--- config.mk ---
export PLATFORM = sky130hd
export DESIGN_NAME = uart_tx_serializer
export DESIGN_NICKNAME = d
export VERILOG_FILES = /design/src/rtl/uart_tx_serializer.sv
export SDC_FILE = /design/constraint.sdc
export NUM_CORES = 1
export LEC_CHECK = 0
export CORE_UTILIZATION = 30
export CTS_BUF_LIST = sky130_fd_sc_hd__clkbuf_16
export CTS_CLUSTER_DIAMETER = 100
export DETAILED_ROUTE_END_ITERATION = 10
export PLACE_DENSITY = 0.53
export SYNTH_ARGS = -nofsm -noshare
export SYNTH_HDL_FRONTEND = slang
export SYNTH_SLANG_ARGS = --single-unit
--- constraint.sdc ---
create_clock -name clk_in -period 2.25 [get_ports clk_in]
set_input_delay 0.3375 -clock clk_in [delete_from_list [all_inputs] [get_ports clk_in]]
set_output_delay 0.3375 -clock clk_in [all_outputs]
set_load 0.02 [all_outputs]
--- src/rtl/uart_tx_serializer.sv ---
`timescale 1ns/1ps
// -----------------------------------------------------------------------------
// uart_tx_serializer
//   Serialises one byte per frame onto a UART line: start bit (0), eight data
//   bits LSB first, optional parity bit, then one or two stop bits (1).
//   Bit timing comes from baud_clk, a divided clock that is sampled as a plain
//   signal in the clk_in domain; every rising edge of baud_clk is one bit step.
//
// Parameters
//   PARITY_EN   1 inserts a parity bit after data bit 7
//   PARITY_ODD  0 even parity, 1 odd parity (ignored when PARITY_EN = 0)
//   STOP_BITS   number of stop bits, 1 or 2
//
// Ports
//   clk_in    in   system clock, rising edge
//   rst       in   synchronous active-high reset
//   baud_clk  in   divided bit clock (resets high, like its divider)
//   tx_data   in   [7:0] byte to send
//   tx_valid  in   tx_data is valid
//   tx_ready  out  block is idle and can accept a byte
//   tx        out  registered serial line, idle high
//   tx_done   out  one-cycle pulse when a frame completes
// -----------------------------------------------------------------------------
module uart_tx_serializer #(
    parameter bit PARITY_EN  = 1'b0,
    parameter bit PARITY_ODD = 1'b0,
    parameter int STOP_BITS  = 1
) (
    input  logic       clk_in,
    input  logic       rst,
    input  logic       baud_clk,
    input  logic [7:0] tx_data,
    input  logic       tx_valid,
    output logic       tx_ready,
    output logic       tx,
    output logic       tx_done
);

    localparam logic [2:0] S_IDLE   = 3'd0;
    localparam logic [2:0] S_ARMED  = 3'd1;
    localparam logic [2:0] S_START  = 3'd2;
    localparam logic [2:0] S_DATA   = 3'd3;
    localparam logic [2:0] S_PARITY = 3'd4;
    localparam logic [2:0] S_STOP   = 3'd5;

    // stop_cnt value on the final stop bit (0 for one stop bit, 1 for two).
    localparam logic STOP_LAST = 1'(STOP_BITS - 1);

    logic [2:0] state_q,    state_d;
    logic       tx_q,       tx_d;
    logic       tx_done_q,  tx_done_d;
    logic       baud_q,     baud_d;
    logic [7:0] shreg_q,    shreg_d;
    logic [2:0] bit_idx_q,  bit_idx_d;
    logic       stop_cnt_q, stop_cnt_d;

    logic tick;
    logic parity_bit;

    // One tick per rising edge of baud_clk.
    assign tick = baud_clk & ~baud_q;

    // The shift register rotates rather than shifts, so all eight latched bits
    // are still present when parity is needed; XOR is rotation-invariant.
    assign parity_bit = (^shreg_q) ^ PARITY_ODD;

    assign tx_ready = (state_q == S_IDLE);
    assign tx       = tx_q;
    assign tx_done  = tx_done_q;

    always_comb begin
        // NOTE: every signal gets a default here so no path leaves one
        // unassigned; that is what keeps this block free of inferred latches.
        state_d    = state_q;
        tx_d       = tx_q;
        tx_done_d  = 1'b0;
        baud_d     = baud_clk;
        shreg_d    = shreg_q;
        bit_idx_d  = bit_idx_q;
        stop_cnt_d = stop_cnt_q;

        case (state_q)
            S_IDLE: begin
                // A tick in the accept cycle is deliberately ignored: ARMED
                // waits for the next one, so the start bit is a full period.
                if (tx_valid) begin
                    shreg_d = tx_data;
                    state_d = S_ARMED;
                end
            end
            S_ARMED: begin
                if (tick) begin
                    state_d = S_START;
                    tx_d    = 1'b0;
                end
            end
            S_START: begin
                if (tick) begin
                    state_d   = S_DATA;
                    tx_d      = shreg_q[0];
                    bit_idx_d = 3'd0;
                end
            end
            S_DATA: begin
                if (tick) begin
                    if (bit_idx_q != 3'd7) begin
                        shreg_d   = {shreg_q[0], shreg_q[7:1]};
                        tx_d      = shreg_q[1];
                        bit_idx_d = bit_idx_q + 3'd1;
                    end else if (PARITY_EN) begin
                        state_d = S_PARITY;
                        tx_d    = parity_bit;
                    end else begin
                        state_d    = S_STOP;
                        tx_d       = 1'b1;
                        stop_cnt_d = 1'b0;
                    end
                end
            end
            S_PARITY: begin
                if (tick) begin
                    state_d    = S_STOP;
                    tx_d       = 1'b1;
                    stop_cnt_d = 1'b0;
                end
            end
            S_STOP: begin
                if (tick) begin
                    if (stop_cnt_q == STOP_LAST) begin
                        state_d   = S_IDLE;
                        tx_done_d = 1'b1;
                    end else begin
                        stop_cnt_d = stop_cnt_q + 1'b1;
                    end
                end
            end
            default: begin
                state_d = S_IDLE;
                tx_d    = 1'b1;
            end
        endcase
    end

    // NOTE: state registers use non-blocking assignments so every flop samples
    // the values from before this edge, independent of statement order.
    always_ff @(posedge clk_in) begin
        if (rst) begin
            state_q    <= S_IDLE;
            tx_q       <= 1'b1;
            tx_done_q  <= 1'b0;
            // Matches the divider's reset level: no spurious tick at release.
            baud_q     <= 1'b1;
            shreg_q    <= '0;
            bit_idx_q  <= '0;
            stop_cnt_q <= 1'b0;
        end else begin
            state_q    <= state_d;
            tx_q       <= tx_d;
            tx_done_q  <= tx_done_d;
            baud_q     <= baud_d;
            shreg_q    <= shreg_d;
            bit_idx_q  <= bit_idx_d;
            stop_cnt_q <= stop_cnt_d;
        end
    end

endmodule

==> results by group, run 1 <==
Final layout
  • Fillers: 274
  • Final Non-Filler Cells: 148
  • Fin area: 1090 um2
  • Area delta synth->final: 26.8%
  • # diodes: 0
  • Share of layout cells above drive strength 1: 8.55%
  • Layout Nets: 132

Timing
  • Max Freq: 532 MHz
  • Final Skew: 1.27 ps
  • Hold Vio Cnt, Final: 0
  • # setup viols final: 0
  • Max-slew violations: 0
  • Worst Tran Pin Value: 643 ps
  • Relative slew slack: 57.2%
  • Final worst path period share: 83.6%
  • Minimum clock period: 1880 ps
  • RSZ-0062 raised after global routing: false
  • Worst hold slack: 462 ps
  • Setup TNS Final: 0 ps

Worst setup path
  • Worst Path Class, Setup: flop to output pin
  • Slowest cell on crit path: clkdlybuf4s50_1
  • Crit path required time: 1910 ps
  • CP Launch Type: flop
  • CP cell instances: nor3_1, clkdlybuf4s50_1
  • Max incr delay on CP: 630 ps
  • Crit. End Element: output pin
  • CP max FO: 13
  • CP arrival: 1540 ps

Placement
  • IO Port Bufs: 14
  • Cells after DPL: 144
  • Placed cell area: 1020 um2
  • HPWL after detailed placement: 1.26 mm
  • Placer Congestion: 0.718

Global route
  • Initial antenna violation count: 0
  • First-pass GRT wire length: 3.28 mm
  • Grt total ovfl: 0
  • Number of global-route vias before repair: 738
  • Global Route Usage Sum: 13.4%
  • Largest net degree at the start of global routing: 17

Clock network
  • Post-CTS Resized: 0
  • Post-CTS setup buffer count: 0
  • Worst-path clk slew: 50 ps
  • Total CTS buffers: 3
  • Clk buf depth: 2
  • # hold bufs at CTS: 0
  • H-Tree Depth: 1
  • Root buf cell: clkbuf_16
  • Clk_lat worst skew: 240 ps
  • Sink Count: 17
  • CTS tree: yes

Detailed routing
  • DR iter-0 viols: 12
  • Routed WL: 1.80 mm
  • Total number of vias: 753
  • ANT nets after route: 0
  • Pre-Repair DR Iteration Count: 4
  • Via/cell ratio: 5.09
  • # DRC: 0
  • Wire per inst: 12.2 um

Die
  • I/O Pins: 15
  • Core Area: 2730 um2
  • Initial core utilization: 31.6%
  • Die footprint: 3100 um2
  • Die span in x: 55.6 um
  • # rows: 19
  • Die height: 55.6 um

Power
  • Pwr Density: 706 nW/um2
  • Static leakage: 0.397 nW
  • Peak supply drop: 0.414 mV
  • Power, Total: 773 uW

Run
  • Number of max-cap violations: 0

Synth
  • Cell variety after synth: 31
  • Yosys warnings: 0
  • Synth Register Bits: 17
  • Synth area leader: dfxtp_1
  • Synthesized net count: 118
  • Synth top area share: 39.4%
  • Top post-synthesis cells by area: dfxtp_1 39%, nand2_1 9.1%, a311oi_1 7.1%
  • Syn Inst Count: 104
  • Seq/Total Area, Yosys: 39.4%
  • Synthesized cell area: 863 um2
  • Avg Inst Size Synth: 8.30 um2

Outcome
  • Outcome: finished, final reports clean

Hold path
  • Hold WC Path Type: flop to flop
-- kinds of logic after synthesis --
kind of cell | count (synthesis) | share of synthesized area, %
buffers and inverters | 9 | 5.65
adders and majority gates | 2 | 2.90
AOI/OAI and AO/OA | 24 | 23.0
and+or+nand+nor | 51 | 28.0
DFF | 17 | 39.4
xor gates and xnor gates | 1 | 1.01
-- layout by cell type, fill, tap and decap left out, types with 2 or more instances in the layout --
cell type,instances
buf_4,2
clkdlybuf4s50_1,14
o21ai_0,2
nand2_1,21
inv_1,3
nand3_1,3
a21oi_1,6
nand3b_1,2
clkbuf_16,3
a311oi_2,2
a311oi_1,7
ha_1,2
nor3_1,3
nor2_1,12
nand2b_1,2
dfxtp_1,17
nor2b_1,2
-- area by class of cell --
cell class                      instances  area [um2]  area share [%]
Clock inverter                          1        3.75           0.343
Sequential cell                        17         340            31.1
Tap cell                               31        38.8            3.54
Clock buffer                            3        75.1            6.86
Inverter                                2        7.51           0.686
Timing Repair Buffer                   16         155            14.2
Multi-Input combinational cell         78         474            43.3
-- metal layers --
layer	vias up	GRT usage, %	routed length, um
met1	339	15.9	887
met2	15	22.5	810
met5	-	0	0
met3	2	4.19	83
met4	0	5.36	20
li1	397	-	-
-- flip-flops by register name, summed over array words and instances (netlist names) --
register and cells:
shreg_q 8, bit_idx_q 3, state_q 3, baud_q 1
tx 1, tx_done 1
-- critical path, delay by kind of cell, from the launching register on --
kind	cells	cell delay, ps
buffers and inverters	1	630
flip-flops	1	430
AND/OR/NAND/NOR	1	240
-- worst paths after layout --
| kind | depth (start not counted) | from | slack (ps) | to |
|---|---|---|---|---|
| hold reg to reg | 2 | bit_idx_q[1]$_SDFFE_PP0P_ | 460 | bit_idx_q[1]$_SDFFE_PP0P_ |
| setup / recovery | 2 | state_q[2]$_SDFFE_PP0P_ | 370 | tx_ready |
| setup reg to reg | 4 | state_q[1]$_SDFFE_PP0P_ | 400 | shreg_q[3]$_SDFFE_PP0P_ |
| hold / removal | 2 | bit_idx_q[1]$_SDFFE_PP0P_ | 460 | bit_idx_q[1]$_SDFFE_PP0P_ |
-- Yosys cell counts --
cell type and number:
nand2_1 21, dfxtp_1 17, nor2_1 12, a311oi_1 7, a21oi_1 6, clkbuf_1 3, nand3_1 3, nor3_1 3
a311oi_2 2, buf_1 2, buf_6 2, ha_1 2, inv_1 2, nand2b_1 2, nand3b_1 2, nor2b_1 2
o21ai_0 2, a2111oi_0 1, a211oi_1 1, a21o_1 1, a31oi_1 1, a32oi_1 1, nor4_1 1, nor4b_1 1
o211ai_1 1, o31ai_4 1, or2_1 1, or2_2 1, or3_1 1, or4b_4 1, xor2_1 1
-- where the power goes --
| part | internal [mW] | leakage (nW) | switching [mW] |
|---|---|---|---|
| Sequential | 0.319 | 0.139 | 0.0150 |
| Clock | 0.236 | 0.0423 | 0.113 |
| Combinational | 0.0476 | 0.216 | 0.0428 |
-- through the flow --
step | util (%) | worst slack, ps
after floorplan | - | 658
after global placement | 37.2 | 168
after detailed placement | 37.2 | 141
after CTS | 40.0 | 352
after global routing | 40.0 | 148
final | 40.0 | 369
Note: power is estimated with default switching activity, not from simulation.
==> run 2: changes to the inputs <==
--- a/config.mk
+++ b/config.mk
@@ -9,7 +9,7 @@
 export CTS_BUF_LIST = sky130_fd_sc_hd__clkbuf_16
 export CTS_CLUSTER_DIAMETER = 100
 export DETAILED_ROUTE_END_ITERATION = 10
-export PLACE_DENSITY = 0.53
+export PLACE_DENSITY = 0.55
 export SYNTH_ARGS = -nofsm -noshare
 export SYNTH_HDL_FRONTEND = slang
 export SYNTH_SLANG_ARGS = --single-unit
==> constraint.sdc (replaced) <==
create_clock -name clk_in -period 1.7 [get_ports clk_in]
set_input_delay 0.255 -clock clk_in [delete_from_list [all_inputs] [get_ports clk_in]]
set_output_delay 0.255 -clock clk_in [all_outputs]
set_load 0.02 [all_outputs]
==> run 2 against run 1 <==
Total power up 36%. Critical path depth up 4. Sequential power up 30%. Cell area up 10%. Flip-flop and latch count unchanged. Highest routed layer unchanged. Die area unchanged. Sequential share of layout area down 2.9 points. Largest cell class unchanged.
==> results by group, run 2 (synthesized netlist as in run 1, its figures left out) <==
Worst setup path
  • WP buf/inv: 2 (was 1)
  • CP Launch Type: flop (unchanged)
  • CP cell instances: buf_4, or4b_4, o31ai_4, buf_12, nor2_1, a311oi_1 (was nor3_1, clkdlybuf4s50_1)
  • Setup crit start: state_q[1]$_SDFFE_PP0P_ (was state_q[2]$_SDFFE_PP0P_)
  • Critical R2R Launch: state_q[1]$_SDFFE_PP0P_ (unchanged)
  • FF-to-FF setup slack: 70 ps (was 400 ps)
  • Crit. End Element: flop (was output pin)
  • CP max FO: 15 (was 13)
  • Worst Path Class, Setup: flop to flop (was flop to output pin)
  • CP arrival: 1780 ps (was 1540 ps)
  • Worst path top cell family by delay: simple AND/OR/NAND/NOR gates (was buffers and inverters)
  • Max incr delay on CP: 510 ps (was 630 ps)
  • Slowest cell on crit path: or4b_4 (was clkdlybuf4s50_1)
  • Crit path required time: 1850 ps (was 1910 ps)
  • Critical path depth in cells: 6 (was 2)
  • Worst reg2reg endpoint: shreg_q[5]$_SDFFE_PP0P_ (was shreg_q[3]$_SDFFE_PP0P_)
  • R2R cell count: 6 (was 4)

Die
  • Initial core utilization: 31.6% (unchanged)
  • # rows: 19 (unchanged)
  • Core Area: 2730 um2 (unchanged)
  • Die span in x: 55.6 um (unchanged)
  • Die height: 55.6 um (unchanged)
  • I/O Pins: 15 (unchanged)
  • Die footprint: 3100 um2 (unchanged)

Clock network
  • Root buf cell: clkbuf_16 (unchanged)
  • Sink Count: 17 (unchanged)
  • # hold bufs at CTS: 0 (unchanged)
  • Clk_lat worst skew: 250 ps (was 240 ps)
  • Total CTS buffers: 3 (unchanged)
  • CTS tree: yes (unchanged)
  • Worst-path clk slew: 50 ps (about the same)
  • H-Tree Depth: 1 (unchanged)
  • Clk buf depth: 2 (unchanged)

Detailed routing
  • Pre-Repair DR Iteration Count: 4 (unchanged)
  • Total number of vias: 826 (was 753)
  • Wire per inst: 12.2 um (about the same)
  • # DRC: 0 (unchanged)
  • DR iter-0 viols: 25 (was 12)
  • Via/cell ratio: 5.13 (was 5.09)
  • Routed WL: 1.96 mm (was 1.80 mm)
  • ANT nets after route: 0 (unchanged)

Timing
  • Final Skew: 2.47 ps (was 1.27 ps)
  • Worst hold slack: 459 ps (was 462 ps)
  • Relative slew slack: 79.8% (was 57.2%)
  • RSZ-0062 raised after global routing: false (unchanged)
  • Final worst path period share: 95.7%
  • Minimum clock period: 1630 ps
  • Hold Vio Cnt, Final: 0 (unchanged)
  • # setup viols final: 0 (unchanged)
  • Worst Tran Pin Value: 295 ps (was 643 ps)
  • Max-slew violations: 0 (unchanged)
  • Max Freq: 615 MHz
  • Final worst slack: 73.2 ps (was 369 ps)

Hold path
  • Hold Crit Depth: 2 (unchanged)
  • Hold WC Path Type: flop to flop (unchanged)
  • Hold Path End: bit_idx_q[1]$_SDFFE_PP0P_ (unchanged)
  • Critical hold path startpoint: bit_idx_q[1]$_SDFFE_PP0P_ (unchanged)

Final layout
  • Share of layout cells above drive strength 1: 18.5% (was 8.55%)
  • Fin area: 1210 um2 (was 1090 um2)
  • Biggest regs: shreg_q: 8 flops, bit_idx_q: 3 flops, state_q: 3 flops (unchanged)
  • Area delta synth->final: 39.9% (was 26.8%)
  • Layout Nets: 145 (was 132)
  • Most frequent cells in the layout: 21 x nand2_1, 17 x dfxtp_1, 14 x buf_4 (was 21 x nand2_1, 17 x dfxtp_1, 14 x clkdlybuf4s50_1)
  • Max reg flops: 8 (unchanged)
  • Most flop-heavy register: shreg_q (unchanged)
  • # diodes: 0 (unchanged)
  • Most common cell after layout, fill and taps aside: nand2_1 (unchanged)

Power
  • Peak supply drop: 0.565 mV (was 0.414 mV)
  • Pwr Density: 871 nW/um2 (was 706 nW/um2)
  • Static leakage: 0.467 nW (was 0.397 nW)

Placement
  • HPWL after detailed placement: 1.43 mm (was 1.26 mm)
  • IO Port Bufs: 14 (unchanged)
  • DP Worst Slack: -229 ps (was 141 ps)
  • Placed cell area: 1110 um2 (was 1020 um2)
  • Placer Congestion: 0.767 (was 0.718)

Global route
  • Largest net degree at the start of global routing: 16 (was 17)
  • Number of global-route vias before repair: 814 (was 738)
  • First-pass GRT wire length: 3.48 mm (was 3.28 mm)
  • Grt total ovfl: 0 (unchanged)
  • Initial antenna violation count: 0 (unchanged)
  • Global Route Usage Sum: 14.6% (was 13.4%)

Outcome
  • Outcome: finished, final reports clean (unchanged)

Run
  • Number of max-cap violations: 0 (unchanged)
run 2: cell count changes in the layout (fill, tap and decap cells not counted):
cell | previous run | this run
buf_4 | 2 | 14
a21oi_1 | 6 | 5
a21oi_2 | 0 | 1
buf_12 | 0 | 1
clkdlybuf4s50_1 | 14 | 13
dlygate4sd2_1 | 0 | 1
run 2: cell type report:
cell class	count	area, um2
tap	31	38.8
inverter	2	7.51
timing repair buffer	29	264
fill	283	1530
clock inverter	1	3.75
sequential	17	340
multi-input combinational	78	478
clock buffer	3	75.1
run 2: timing repair:
item                       CTS  global route
buffers inserted             1             0
resized for setup            1             1
pin swaps                    1             0
setup endpoints to repair    9             1
run 2: where the power goes:
part           total, mW  internal (mW)  leakage [nW]  switching, mW
sequential         0.435          0.422         0.139         0.0136
clock              0.465          0.312        0.0423          0.153
combinational      0.150         0.0809         0.285         0.0694
total               1.05          0.815         0.467          0.236
run 2: metal layers:
metal | wire, um | GRT usage [%] | vias to the layer above
li1 | - | - | 425
met1 | 904 | 17.6 | 380
met2 | 926 | 22.9 | 16
met3 | 85 | 4.42 | 5
met4 | 44 | 8.57 | 0
met5 | 0 | 0 | -
run 2: worst max-delay path by stage:
stage	to	slack, ps
2_1_floorplan	shreg_q[0]$_SDFFE_PP0P_	110
3_3_place_gp	shreg_q[0]$_SDFFE_PP0P_	-200
3_5_place_dp	shreg_q[5]$_SDFFE_PP0P_	-230
4_1_cts	bit_idx_q[0]$_SDFFE_PP0P_	60
5_1_grt	shreg_q[5]$_SDFFE_PP0P_	4
6_report	shreg_q[5]$_SDFFE_PP0P_	70
run 2: per-stage QoR:
stage	utilization, %	setup TNS [ps]	cells	power [mW]
2_1_floorplan	-	0	104	0.529
3_3_place_gp	40.5	-1610	156	0.582
3_5_place_dp	40.5	-1770	156	0.584
4_1_cts	44.0	0	161	1.06
5_1_grt	44.2	0	161	1.11
6_report	44.2	0	161	1.05
run 2: worst min-delay path, delay by kind of cell (launching register included):
family             cells  cell delay (ps)
and+or+nand+nor        1               50
AOI/OAI and AO/OA      1               50
DFF                    1              310
==> run 3: changes to the inputs <==
--- a/config.mk
+++ b/config.mk
@@ -5,11 +5,12 @@
 export SDC_FILE = /design/constraint.sdc
 export NUM_CORES = 1
 export LEC_CHECK = 0
-export CORE_UTILIZATION = 30
+export CORE_UTILIZATION = 31
 export CTS_BUF_LIST = sky130_fd_sc_hd__clkbuf_16
 export CTS_CLUSTER_DIAMETER = 100
 export DETAILED_ROUTE_END_ITERATION = 10
-export PLACE_DENSITY = 0.55
+export DONT_BUFFER_PORTS = 1
+export PLACE_DENSITY = 0.49
 export SYNTH_ARGS = -nofsm -noshare
 export SYNTH_HDL_FRONTEND = slang
 export SYNTH_SLANG_ARGS = --single-unit
==> run 3 against run 2 <==
Non-clock buffer count shrank 19. Combinational power shrank 29%. Via count shrank 13%. Clock-buffer cell count is the same. Die area shrank 3.1%. Global-route usage shrank 0.66 points. Critical path type unchanged.
==> results by group, run 3 (synthesized netlist as in run 1, its figures left out) <==
Worst setup path
  • CP arrival: 1710 ps (was 1780 ps)
  • Crit path required time: 1860 ps (was 1850 ps)
  • CP max FO: 16 (was 15)
  • Worst Path Class, Setup: flop to flop (unchanged)
  • Crit. End Element: flop (unchanged)
  • CP Launch Type: flop (unchanged)

Placement
  • Placer Congestion: 0.751 (was 0.767)
  • IO Port Bufs: 0 (was 14)
  • Placed cell area: 947 um2 (was 1110 um2)
  • HPWL after detailed placement: 1.30 mm (was 1.43 mm)

Run
  • Number of max-cap violations: 0 (unchanged)

Timing
  • Max-slew violations: 0 (unchanged)
  • # setup viols final: 0 (unchanged)
  • Final worst path period share: 91.2% (was 95.7%)
  • Max Freq: 645 MHz (was 615 MHz)
  • RSZ-0062 raised after global routing: false (unchanged)
  • Setup TNS Final: 0 ps (unchanged)
  • Worst Tran Pin Value: 307 ps (was 295 ps)
  • Hold Vio Cnt, Final: 0 (unchanged)
  • Final Skew: 2.69 ps (was 2.47 ps)
  • Relative slew slack: 79.0% (was 79.8%)
  • Worst hold slack: 67.4 ps (was 459 ps)
  • Minimum clock period: 1550 ps (was 1630 ps)

Clock network
  • H-Tree Depth: 1 (unchanged)
  • Root buf cell: clkbuf_16 (unchanged)
  • Clk_lat worst skew: 250 ps (about the same)
  • CTS tree: yes (unchanged)
  • Clk buf depth: 2 (unchanged)
  • Worst-path clk slew: 50 ps (about the same)
  • Sink Count: 17 (unchanged)
  • Total CTS buffers: 3 (unchanged)

Global route
  • Initial antenna violation count: 0 (unchanged)
  • Number of global-route vias before repair: 638 (was 814)
  • First-pass GRT wire length: 2.93 mm (was 3.48 mm)
  • Global Route Usage Sum: 13.9% (was 14.6%)
  • Largest net degree at the start of global routing: 19 (was 16)
  • Grt total ovfl: 0 (unchanged)

Die
  • I/O Pins: 15 (unchanged)
  • Initial core utilization: 33.9% (was 31.6%)
  • # rows: 18 (was 19)
  • Core Area: 2540 um2 (was 2730 um2)
  • Die span in x: 54.8 um (was 55.6 um)
  • Die footprint: 3000 um2 (was 3100 um2)
  • Die height: 54.8 um (was 55.6 um)

Final layout
  • # diodes: 0 (unchanged)
  • Biggest regs: shreg_q: 8 flops, bit_idx_q: 3 flops, state_q: 3 flops (unchanged)
  • Fillers: 257 (was 283)
  • Most flop-heavy register: shreg_q (unchanged)
  • Most common cell after layout, fill and taps aside: nand2_1 (unchanged)
  • Fin util: 40.7% (was 44.2%)
  • Layout Nets: 126 (was 145)
  • Share of layout cells above drive strength 1: 18.9% (was 18.5%)
  • Max reg flops: 8 (unchanged)
  • Most frequent cells in the layout: 21 x nand2_1, 17 x dfxtp_1, 12 x nor2_1 (was 21 x nand2_1, 17 x dfxtp_1, 14 x buf_4)
  • Fin area: 1040 um2 (was 1210 um2)
  • Area delta synth->final: 20.0% (was 39.9%)

Detailed routing
  • Total number of vias: 717 (was 826)
  • Wire per inst: 12.8 um (was 12.2 um)
  • DR iter-0 viols: 21 (was 25)
  • Pre-Repair DR Iteration Count: 6 (was 4)
  • Via/cell ratio: 5.09 (was 5.13)
  • # DRC: 0 (unchanged)
  • ANT nets after route: 0 (unchanged)
  • Routed WL: 1.80 mm (was 1.96 mm)

Outcome
  • Outcome: finished, final reports clean (unchanged)

Hold path
  • Hold WC Path Type: primary input to flop (was flop to flop)

Power
  • Power, Total: 1.02 mW (was 1.05 mW)
  • Peak supply drop: 0.682 mV (was 0.565 mV)
  • Static leakage: 0.378 nW (was 0.467 nW)
  • Pwr Density: 987 nW/um2 (was 871 nW/um2)
==> run 3: path summary, 6_finish.rpt <==
check                                               start                         to  slack [ps]  cells past startpoint
worst max-delay path            bit_idx_q[0]$_SDFFE_PP0P_    shreg_q[5]$_SDFFE_PP0P_         150                      6
worst min-delay path                                  rst    shreg_q[0]$_SDFFE_PP0P_          70                      1
worst max register to register  bit_idx_q[0]$_SDFFE_PP0P_    shreg_q[5]$_SDFFE_PP0P_         150                      6
worst min register to register  bit_idx_q[1]$_SDFFE_PP0P_  bit_idx_q[1]$_SDFFE_PP0P_         450                      2
==> run 3: worst max-delay path, cell delays in order, from the launching register on <==
cell	delay, ps
dfxtp_1	320
ha_1	200
ha_2	210
o31ai_4	290
buf_12	180
nor2_1	40
a311oi_1	230
==> run 3: layout make-up <==
type / instances / area (um2) / share of cell area, %
multi-input combinational: 78 / 480 / 46.4
sequential: 17 / 340 / 32.9
timing repair buffer: 10 / 87.6 / 8.45
clock buffer: 3 / 75.1 / 7.25
tap: 30 / 37.5 / 3.62
clock inverter: 1 / 7.51 / 0.725
inverter: 2 / 7.51 / 0.725
==> run 3: stage by stage <==
step	std cells	setup WS, ps
3_3_place_gp	137	133
4_1_cts	141	75.7
5_1_grt	141	27.5
6_report	141	150
2_1_floorplan	104	108
3_5_place_dp	137	93.0
==> run 3: repair_timing <==
| action | CTS | global route |
|---|---|---|
| resized for setup | 0 | 2 |
| setup endpoints to repair | 0 | 4 |
| setup buffers | 0 | 0 |
| hold buffers | 0 | 0 |
==> run 3: per-layer routing <==
metal  track usage, %  vias up  wire length (um)
li1                 -      385                 -
met1             17.9      313               858
met2             22.3       19               832
met3             5.00        0               111
met4             2.56        0                 0
met5                0        -                 0
==> run 3: where the power goes <==
group	internal (mW)	switching (mW)
clock network	0.317	0.162
logic	0.0534	0.0536
registers	0.421	0.0144
total	0.792	0.230
